===== config.mk =====
export PLATFORM = sky130hd
export DESIGN_NAME = ins_sequencer_r32i_flat
export DESIGN_NICKNAME = d
export VERILOG_FILES = /design/src/rtl/ins_sequencer_r32i_if.sv /design/src/rtl/ins_sequencer_r32i.sv /design/src/flat_wrapper.sv
export SDC_FILE = /design/constraint.sdc
export NUM_CORES = 1
export LEC_CHECK = 0
export BUFFER_PORTS_ARGS = -buffer_cell sky130_fd_sc_hd__clkbuf_2
export CAP_MARGIN = 15
export CORE_MARGIN = 5
export CORE_UTILIZATION = 51
export CTS_CLUSTER_DIAMETER = 60
export CTS_CLUSTER_SIZE = 12
export DETAILED_ROUTE_END_ITERATION = 8
export GPL_TIMING_DRIVEN = 0
export MAX_ROUTING_LAYER = met4
export PLACE_DENSITY = 0.79
export SLEW_MARGIN = 10
export SYNTH_ARGS = -nofsm -noshare
export SYNTH_HDL_FRONTEND = slang
export SYNTH_SLANG_ARGS = --single-unit

===== constraint.sdc =====
create_clock -name clk -period 1.9 [get_ports clk]
set_input_delay 0.285 -clock clk [delete_from_list [all_inputs] [get_ports clk]]
set_output_delay 0.285 -clock clk [all_outputs]
set_load 0.005 [all_outputs]

===== src/rtl/ins_sequencer_r32i_if.sv =====
`default_nettype none
// ============================================================================
// Module   : ins_sequencer_r32i_if
// Purpose  : Handshake, decoder-flag and strobe bundle between the RV32I
//            sequencer (slave side) and the core datapath/memories (master).
// Revision : 1.0 - initial release
// ============================================================================
interface ins_sequencer_r32i_if #(
    parameter int DATA_W = 32
);
    logic              halt;
    logic              imemAck;
    logic              dmemAck;
    logic              RegWriteControl;
    logic              RAMWriteControl;
    logic              RAMRegRead;
    logic              AlwaysBranch;
    logic              TestBranch;
    logic              branchTaken;
    logic              imemReq;
    logic              IRLoad;
    logic              dmemReq;
    logic              dmemWe;
    logic              RegWriteEn;
    logic              PCWriteEn;
    logic              PCSelBranch;
    logic              halted;
    logic              fault;
    logic [DATA_W-1:0] retireCount;

    modport slave (
        input  halt, imemAck, dmemAck, RegWriteControl, RAMWriteControl,
               RAMRegRead, AlwaysBranch, TestBranch, branchTaken,
        output imemReq, IRLoad, dmemReq, dmemWe, RegWriteEn, PCWriteEn,
               PCSelBranch, halted, fault, retireCount
    );

    modport master (
        output halt, imemAck, dmemAck, RegWriteControl, RAMWriteControl,
               RAMRegRead, AlwaysBranch, TestBranch, branchTaken,
        input  imemReq, IRLoad, dmemReq, dmemWe, RegWriteEn, PCWriteEn,
               PCSelBranch, halted, fault, retireCount
    );
endinterface
`default_nettype wire


===== src/rtl/ins_sequencer_r32i.sv =====
`default_nettype none
// ============================================================================
// Module   : ins_sequencer_r32i
// Purpose  : Multi-cycle FETCH/DECODE/EXECUTE/MEMORY/WRITEBACK control FSM
//            for the RV32I core. Optional macro MEM_TIMEOUT_EN adds a memory
//            ack timeout that parks the core in FAULT.
// Revision : 1.0 - initial release
// ============================================================================
module ins_sequencer_r32i #(
    parameter int DATA_W  = 32,
    parameter int TIMEOUT = 255
) (
    input  wire logic           clk,
    input  wire logic           nReset,
    ins_sequencer_r32i_if.slave bus_io
);

    typedef enum logic [2:0] {
        S_FETCH     = 3'd0,
        S_DECODE    = 3'd1,
        S_EXECUTE   = 3'd2,
        S_MEMORY    = 3'd3,
        S_WRITEBACK = 3'd4,
        S_HALTED    = 3'd5,
        S_FAULT     = 3'd6
    } state_t;

    state_t            state_q, state_d;
    logic              started_q;
    logic              take_q, take_d;
    logic [DATA_W-1:0] retire_q, retire_d;
    logic              w_timeout;

    logic w_imemReq, w_IRLoad, w_dmemReq, w_dmemWe;
    logic w_RegWriteEn, w_PCWriteEn, w_PCSelBranch, w_halted, w_fault;

    if (TIMEOUT < 1 || TIMEOUT > 65535) begin : g_bad_timeout
        $error("ins_sequencer_r32i: TIMEOUT out of range 1..65535");
    end

`ifdef MEM_TIMEOUT_EN
    localparam int                 c_WAIT_W  = $clog2(TIMEOUT + 1);
    localparam logic [c_WAIT_W-1:0] c_TIMEOUT = c_WAIT_W'(TIMEOUT);

    logic [c_WAIT_W-1:0] wait_q, wait_d;

    // Counter holds zero outside a stalled wait, so any state change clears it.
    always_comb begin
        wait_d    = '0;
        w_timeout = 1'b0;
        if ((state_q == S_FETCH && started_q && !bus_io.imemAck) ||
            (state_q == S_MEMORY && !bus_io.dmemAck)) begin
            wait_d    = wait_q + 1'b1;
            w_timeout = (wait_d == c_TIMEOUT);
        end
    end

    always_ff @(posedge clk or negedge nReset) begin
        if (!nReset) begin
            wait_q <= '0;
        end else begin
            wait_q <= wait_d;
        end
    end
`else
    assign w_timeout = 1'b0;
`endif

    always_ff @(posedge clk or negedge nReset) begin
        if (!nReset) begin
            state_q   <= S_FETCH;
            started_q <= 1'b0;
            take_q    <= 1'b0;
            retire_q  <= '0;
        end else begin
            state_q   <= state_d;
            started_q <= 1'b1;
            take_q    <= take_d;
            retire_q  <= retire_d;
        end
    end

    // started_q keeps imemReq low until the first clock after reset release.
    always_comb begin
        state_d       = state_q;
        take_d        = take_q;
        retire_d      = retire_q;
        w_imemReq     = 1'b0;
        w_IRLoad      = 1'b0;
        w_dmemReq     = 1'b0;
        w_dmemWe      = 1'b0;
        w_RegWriteEn  = 1'b0;
        w_PCWriteEn   = 1'b0;
        w_PCSelBranch = 1'b0;
        w_halted      = 1'b0;
        w_fault       = 1'b0;
        case (state_q)
            S_FETCH: begin
                if (started_q) begin
                    w_imemReq = 1'b1;
                    if (bus_io.imemAck) begin
                        w_IRLoad = 1'b1;
                        state_d  = S_DECODE;
                    end else if (w_timeout) begin
                        state_d = S_FAULT;
                    end
                end
            end
            S_DECODE: begin
                state_d = S_EXECUTE;
            end
            S_EXECUTE: begin
                take_d  = bus_io.AlwaysBranch | (bus_io.TestBranch & bus_io.branchTaken);
                state_d = bus_io.RAMRegRead ? S_MEMORY : S_WRITEBACK;
            end
            S_MEMORY: begin
                w_dmemReq = 1'b1;
                w_dmemWe  = bus_io.RAMWriteControl;
                if (bus_io.dmemAck) begin
                    state_d = S_WRITEBACK;
                end else if (w_timeout) begin
                    state_d = S_FAULT;
                end
            end
            S_WRITEBACK: begin
                w_PCWriteEn   = 1'b1;
                w_PCSelBranch = take_q;
                w_RegWriteEn  = bus_io.RegWriteControl & ~bus_io.RAMWriteControl;
                retire_d      = retire_q + 1'b1;
                state_d       = bus_io.halt ? S_HALTED : S_FETCH;
            end
            S_HALTED: begin
                w_halted = 1'b1;
                if (!bus_io.halt) begin
                    state_d = S_FETCH;
                end
            end
            S_FAULT: begin
                w_halted = 1'b1;
                w_fault  = 1'b1;
            end
            default: begin
                state_d = S_FETCH;
            end
        endcase
    end

    assign bus_io.imemReq     = w_imemReq;
    assign bus_io.IRLoad      = w_IRLoad;
    assign bus_io.dmemReq     = w_dmemReq;
    assign bus_io.dmemWe      = w_dmemWe;
    assign bus_io.RegWriteEn  = w_RegWriteEn;
    assign bus_io.PCWriteEn   = w_PCWriteEn;
    assign bus_io.PCSelBranch = w_PCSelBranch;
    assign bus_io.halted      = w_halted;
    assign bus_io.fault       = w_fault;
    assign bus_io.retireCount = retire_q;

endmodule
`default_nettype wire


===== src/flat_wrapper.sv =====
// flat-port wrapper written by rule: the top's interface ports become plain ports
module ins_sequencer_r32i_flat 
#(
    parameter int DATA_W  = 32,
    parameter int TIMEOUT = 255
)
  (clk, nReset, bus_io_halt, bus_io_imemAck, bus_io_dmemAck, bus_io_RegWriteControl, bus_io_RAMWriteControl, bus_io_RAMRegRead, bus_io_AlwaysBranch, bus_io_TestBranch, bus_io_branchTaken, bus_io_imemReq, bus_io_IRLoad, bus_io_dmemReq, bus_io_dmemWe, bus_io_RegWriteEn, bus_io_PCWriteEn, bus_io_PCSelBranch, bus_io_halted, bus_io_fault, bus_io_retireCount);
  ins_sequencer_r32i_if #(.DATA_W(DATA_W)) bus_io_i ();
  input  wire logic clk;
  input  wire logic nReset;
  input wire logic [$bits(bus_io_i.halt)-1:0] bus_io_halt;
  input wire logic [$bits(bus_io_i.imemAck)-1:0] bus_io_imemAck;
  input wire logic [$bits(bus_io_i.dmemAck)-1:0] bus_io_dmemAck;
  input wire logic [$bits(bus_io_i.RegWriteControl)-1:0] bus_io_RegWriteControl;
  input wire logic [$bits(bus_io_i.RAMWriteControl)-1:0] bus_io_RAMWriteControl;
  input wire logic [$bits(bus_io_i.RAMRegRead)-1:0] bus_io_RAMRegRead;
  input wire logic [$bits(bus_io_i.AlwaysBranch)-1:0] bus_io_AlwaysBranch;
  input wire logic [$bits(bus_io_i.TestBranch)-1:0] bus_io_TestBranch;
  input wire logic [$bits(bus_io_i.branchTaken)-1:0] bus_io_branchTaken;
  output wire logic [$bits(bus_io_i.imemReq)-1:0] bus_io_imemReq;
  output wire logic [$bits(bus_io_i.IRLoad)-1:0] bus_io_IRLoad;
  output wire logic [$bits(bus_io_i.dmemReq)-1:0] bus_io_dmemReq;
  output wire logic [$bits(bus_io_i.dmemWe)-1:0] bus_io_dmemWe;
  output wire logic [$bits(bus_io_i.RegWriteEn)-1:0] bus_io_RegWriteEn;
  output wire logic [$bits(bus_io_i.PCWriteEn)-1:0] bus_io_PCWriteEn;
  output wire logic [$bits(bus_io_i.PCSelBranch)-1:0] bus_io_PCSelBranch;
  output wire logic [$bits(bus_io_i.halted)-1:0] bus_io_halted;
  output wire logic [$bits(bus_io_i.fault)-1:0] bus_io_fault;
  output wire logic [$bits(bus_io_i.retireCount)-1:0] bus_io_retireCount;
  assign bus_io_i.halt = bus_io_halt;
  assign bus_io_i.imemAck = bus_io_imemAck;
  assign bus_io_i.dmemAck = bus_io_dmemAck;
  assign bus_io_i.RegWriteControl = bus_io_RegWriteControl;
  assign bus_io_i.RAMWriteControl = bus_io_RAMWriteControl;
  assign bus_io_i.RAMRegRead = bus_io_RAMRegRead;
  assign bus_io_i.AlwaysBranch = bus_io_AlwaysBranch;
  assign bus_io_i.TestBranch = bus_io_TestBranch;
  assign bus_io_i.branchTaken = bus_io_branchTaken;
  assign bus_io_imemReq = bus_io_i.imemReq;
  assign bus_io_IRLoad = bus_io_i.IRLoad;
  assign bus_io_dmemReq = bus_io_i.dmemReq;
  assign bus_io_dmemWe = bus_io_i.dmemWe;
  assign bus_io_RegWriteEn = bus_io_i.RegWriteEn;
  assign bus_io_PCWriteEn = bus_io_i.PCWriteEn;
  assign bus_io_PCSelBranch = bus_io_i.PCSelBranch;
  assign bus_io_halted = bus_io_i.halted;
  assign bus_io_fault = bus_io_i.fault;
  assign bus_io_retireCount = bus_io_i.retireCount;
  ins_sequencer_r32i #(.DATA_W(DATA_W), .TIMEOUT(TIMEOUT)) u_core (.clk(clk), .nReset(nReset), .bus_io(bus_io_i));
endmodule

# Word level (Yosys, flattened, before mapping)
# Index checks and enable logic that the tools add are counted.
[classes]
n_eq_ne = 10
reduce_logical = 3
add_sub_neg = 1
n_bitwise = 5
muxes = 19
[ops]
columns = ["operator", "n"]
rows = [
  ["$add A32 B1 Y32 const B", 1],
  ["$pmux W3 S7", 1],
  ["$mux W3", 6],
  ["$mux W1", 12],
  ["$eq A3 B3 Y1 const B", 3],
  ["$eq A3 B2 Y1 const B", 2],
  ["$ne A2 B2 Y1 const B", 3],
  ["$reduce_and A5 Y1", 1],
  ["$eq A3 B1 Y1 const B", 1],
  ["$logic_not A3 Y1", 1],
  ["$and A1 B1 Y1", 2],
  ["$ne A2 B1 Y1 const B", 1],
  ["$not A1 Y1", 2],
  ["$reduce_or A2 Y1", 1],
  ["$or A1 B1 Y1", 1],
]
[word_totals]
ff_bits = 37

# Logic depth before layout (Yosys ltp)
[depth]
depth_word = 3
mapped_depth = 6
mapped_depth_nobuf = 5

# Worst setup path after synthesis
# No wires, ideal clock.
[synth_timing]
kind = "reg2reg"
startpoint = "reg u_core.state_q[0]"
endpoint = "reg u_core.retire_q[27] (netlist: u_core.bus_io.retireCount[27])"
period_less_slack_ns = 1.596
slack_ns = 0.304
setup_time_ns = 0.125
stages_incl_launch_ff = 7
required_time_ns = 1.775
arrival_time_ns = 1.471
n_path_buf = 1
cell_sequence = "dfrtp_1 -> and4bb_4 -> and4_1 -> buf_4 -> and2_1 -> nand4_1 -> xnor2_1"
[synth_between]
elab_chain_cells = 1
[synth_rtl]
columns = ["element", "line_no", "text"]
rows = [
  ["start, declared", "ins_sequencer_r32i.sv:28", "state_t state_q, state_d;"],
  ["start signal, assigned", "ins_sequencer_r32i.sv:76", "state_q <= state_d;"],
  ["$eq A3 B3 Y1", "ins_sequencer_r32i.sv:97", "case (state_q)"],
  ["end signal, assigned", "ins_sequencer_r32i.sv:79", "retire_q <= retire_d;"],
  ["end, declared", "ins_sequencer_r32i.sv:31", "logic [DATA_W-1:0] retire_q, retire_d;"],
]
# No other way between the ends.
# A chain may end at the register's enable or synchronous reset.

# Worst setup path in the final report
[layout_timing]
startpoint = "reg u_core.state_q[2]"
endpoint = "out bus_io_dmemWe"
[layout_between]
elab_chain_cells = 2
[layout_rtl]
columns = ["element", "line_no", "text"]
rows = [
  ["$eq A3 B2 Y1", "ins_sequencer_r32i.sv:97", ""],
  ["$mux W1", "ins_sequencer_r32i.sv:97", ""],
  ["end, declared", "flat_wrapper.sv:23", "output wire logic [$bits(bus_io_i.dmemWe)-1:0] bus_io_dmemWe;"],
]
# No other way between the ends.

==> metrics.cfg <==
[critical_path]
timing.rr.start = u_core.state_q[1]
worstSetupStartpoint = u_core.state_q[2]
critPathLaunchType = flip-flop
crit_arrival_ns = 1.55
r2r_cells = 6
endpoint = bus_io_dmemWe
r2r_slack_ns = 0.14
end_kind = primary output
path_max_fanout = 10
critPathKind = flip-flop to primary output
cp_data_required_time_ns = 1.62
timing.rr.end = u_core.bus_io.retireCount[27]

[placement]
io_buffer_count = 51
dp_hpwl_mm = 2.630
place_ws_ns = 0.1587
gp_congestion = 0.7920
placed_area_um2 = 2091

[power]
power_frac_seq_pct = 53.2
leakage_uw = 0.001141
switchingPower_uw = 559.9
powerDensity_nw_per_um2 = 839.7
switching_share_pct = 31.00
power_uw = 1806
combPwrFrac_pct = 25.7
clock_power_share_pct = 21.1
peakVddDrop_mv = 0.5987
internal_power_uw = 1246

[yosys]
synth_area_um2 = 1778
synth_seq_cells = 37
ys_types = 33
synthTopCellsByCount = dfrtp_1 (37), xnor2_1 (19), nand2_1 (13), xor2_1 (13), nand4_1 (9)
netlist.area_leader.share_pct = 52.08
yosysMostFrequentCell = dfrtp_1
synth_cells = 161
synth_top_area_cell = dfrtp_1
synth_top_flop_cell = dfrtp_1
synth-edff-count = 0
synthTopCellsByArea = dfrtp_1 (52%), xnor2_1 (9.4%), xor2_1 (6.4%), nand4_1 (3.2%), and2_1 (2.8%)
synth_seq_area_share_pct = 52.08
synthArstFlopShare_pct = 100.0
synth_nets = 173
yosys_warnings = 0
syn_area_per_cell_um2 = 11.04

[route]
ant_nets = 0
wl_mm = 3.411
wl_per_cell_um = 12.82
route.vias.total = 1380
drt_first_iter_violations = 89
drtPass1Iterations = 4
vias_per_cell = 5.188
drcViolationCount = 0

[clocking]
clk_pin_slew_worst_paths_ns = 0.10
cts_root_buffer = clkbuf_4
post_cts_buffers = 0
cts_tree = built
cts-buffers-inserted = 5
clockBufferDepth = 2
insertion_delay_ns = 0.34
cts_sinks = 37
htree_num_levels = 2

[timing]
fmax_mhz = 545.9
slew_headroom_pct = 40.47
worst_slew_pin_slew_ns = 0.8929
period_needed_ns = 1.832
worst_slack_ns = 0.06819
setup_viol = 0
rsz0062_at_grt = true
fin_worst_skew_ns = 0.01400
period_share_pct = 96.41
hold_viol = 0
holdWs_ns = 0.05347
slew_viol_final = 0

[global_route]
use_met2_pct = 23.31
grt_pass1_vias = 1343
grt_use_met1_pct = 20.15
grt_overflow = 0
grt_pass1_wl_mm = 6.051
top_usage_layer = met2
grt_max_degree = 38
grtUsageMet3_pct = 6.250
grt_usage_pct = 15.88
antenna_found_initial = 0

[cells_and_area]
fin_area_um2 = 2151
diodes = 0
drive_gt1_share_pct = 31.82
area_growth_pct = 20.97
final_util_pct = 63.95
nets = 231

[die]
row_count = 21
pin_count = 52
initial_core_util_pct = 52.86
die_area_um2 = 4767
die_w_um = 69.05
chipHeight_um = 69.05
core-area_um2 = 3363

[status]
status = complete, no violations

[min_path]
hp-class = primary input to asynchronous set/reset pin

[run]
drv_cap = 0

-- repair_timing --
| item | in CTS | in global routing |
|---|---|---|
| setup endpoints to repair | 1 | 5 |
| resized for setup | 2 | 3 |
| hold buffers | 0 | 0 |
-- per-layer routing --
metal,wire [um],share of wire (%)
met2,1601,47
met4,50,1.5
met1,1501,44
met3,257,7.5
met5,0,0
-- worst min path at each step --
stage	to	slack (ns)	cells past startpoint
3_3_place_gp	u_core.bus_io.retireCount[18]	0.45	1
2_1_floorplan	u_core.bus_io.retireCount[0]	-0.01	0
3_5_place_dp	u_core.bus_io.retireCount[17]	0.45	1
5_1_grt	u_core.bus_io.retireCount[8]	0.12	1
6_report	u_core.bus_io.retireCount[9]	0.05	1
4_1_cts	u_core.bus_io.retireCount[5]	0.07	1
-- worst max-delay path, cell delays in order, from the launching register on --
cell and delay, ns:
dfrtp_1 0.43, clkbuf_1 0.31, and3b_1 0.23, and2_1 0.15
clkbuf_2 0.10
-- layout by cell type (no fill, tap or decap) --
| master | count |
|---|---|
| nand4_1 | 9 |
| xnor2_1 | 19 |
| dfrtp_1 | 37 |
| inv_1 | 3 |
| clkbuf_2 | 52 |
| o21ai_0 | 4 |
| nor3b_2 | 1 |
| nand2_1 | 13 |
| clkbuf_4 | 5 |
| nor3b_1 | 1 |
| and2_1 | 8 |
| and3_1 | 7 |
| nor4b_2 | 1 |
| and4_1 | 3 |
| nor4bb_1 | 1 |
| and4bb_4 | 1 |
| a31oi_1 | 1 |
| or2_2 | 1 |
| nor3_1 | 3 |
| nand3b_1 | 1 |
| buf_4 | 1 |
| and3b_1 | 3 |
| nor2_1 | 7 |
| conb_1 | 1 |
| clkbuf_1 | 2 |
| buf_2 | 1 |
| nand2_4 | 1 |
| xor2_1 | 13 |
| a22o_1 | 1 |
| nand3_1 | 8 |
| nor4_4 | 1 |
| ha_1 | 1 |
| mux2i_1 | 1 |
| a21oi_1 | 3 |
| nor3_2 | 2 |
| mux2_2 | 1 |
| clkinv_2 | 2 |
-- flip-flops by register name (all words and copies together) (netlist names) --
signal,flops
u_core.state_q,3
u_core.bus_io.retireCount,32
u_core.started_q,1
u_core.take_q,1
-- per-stage QoR --
step	instances	TNS, ns
final	266	0
after global routing	266	-0.02850
after CTS	266	0
after detailed placement	258	0
after global placement	258	0
after floorplan	161	0
-- final cells by class --
type                    count  area, um^2
repair buffers             51       255.2
inverters                   3       11.26
fillers                   299        1212
multi-input cells         117       828.3
well taps                  46       57.56
plain buffers               4       21.27
clock inverters             2       10.01
clock buffers               6       41.29
flip-flops and latches     37       925.9
-- cells by family after synthesis --
logic type,count (synthesis),share of synthesized area (%)
AOI/OAI and AO/OA,9,2.815
xor gates and xnor gates,32,15.76
adders and majority gates,1,0.7036
buffers and inverters,7,1.689
DFF,37,52.08
muxes,2,1.196
other,1,0.2109
and+or+nand+nor,72,25.55
-- power groups by stage --
| stage | combinational [uW] | sequential [uW] | clock, uW |
|---|---|---|---|
| 2_1_floorplan | 292 | 960 | 0 |
| 3_3_place_gp | 451 | 968 | 0 |
| 3_5_place_dp | 461 | 975 | 0 |
| 6_report | 464 | 961 | 381 |
| 4_1_cts | 470 | 963 | 398 |
| 5_1_grt | 529 | 975 | 425 |
Note: power is estimated with default switching activity, not from simulation.
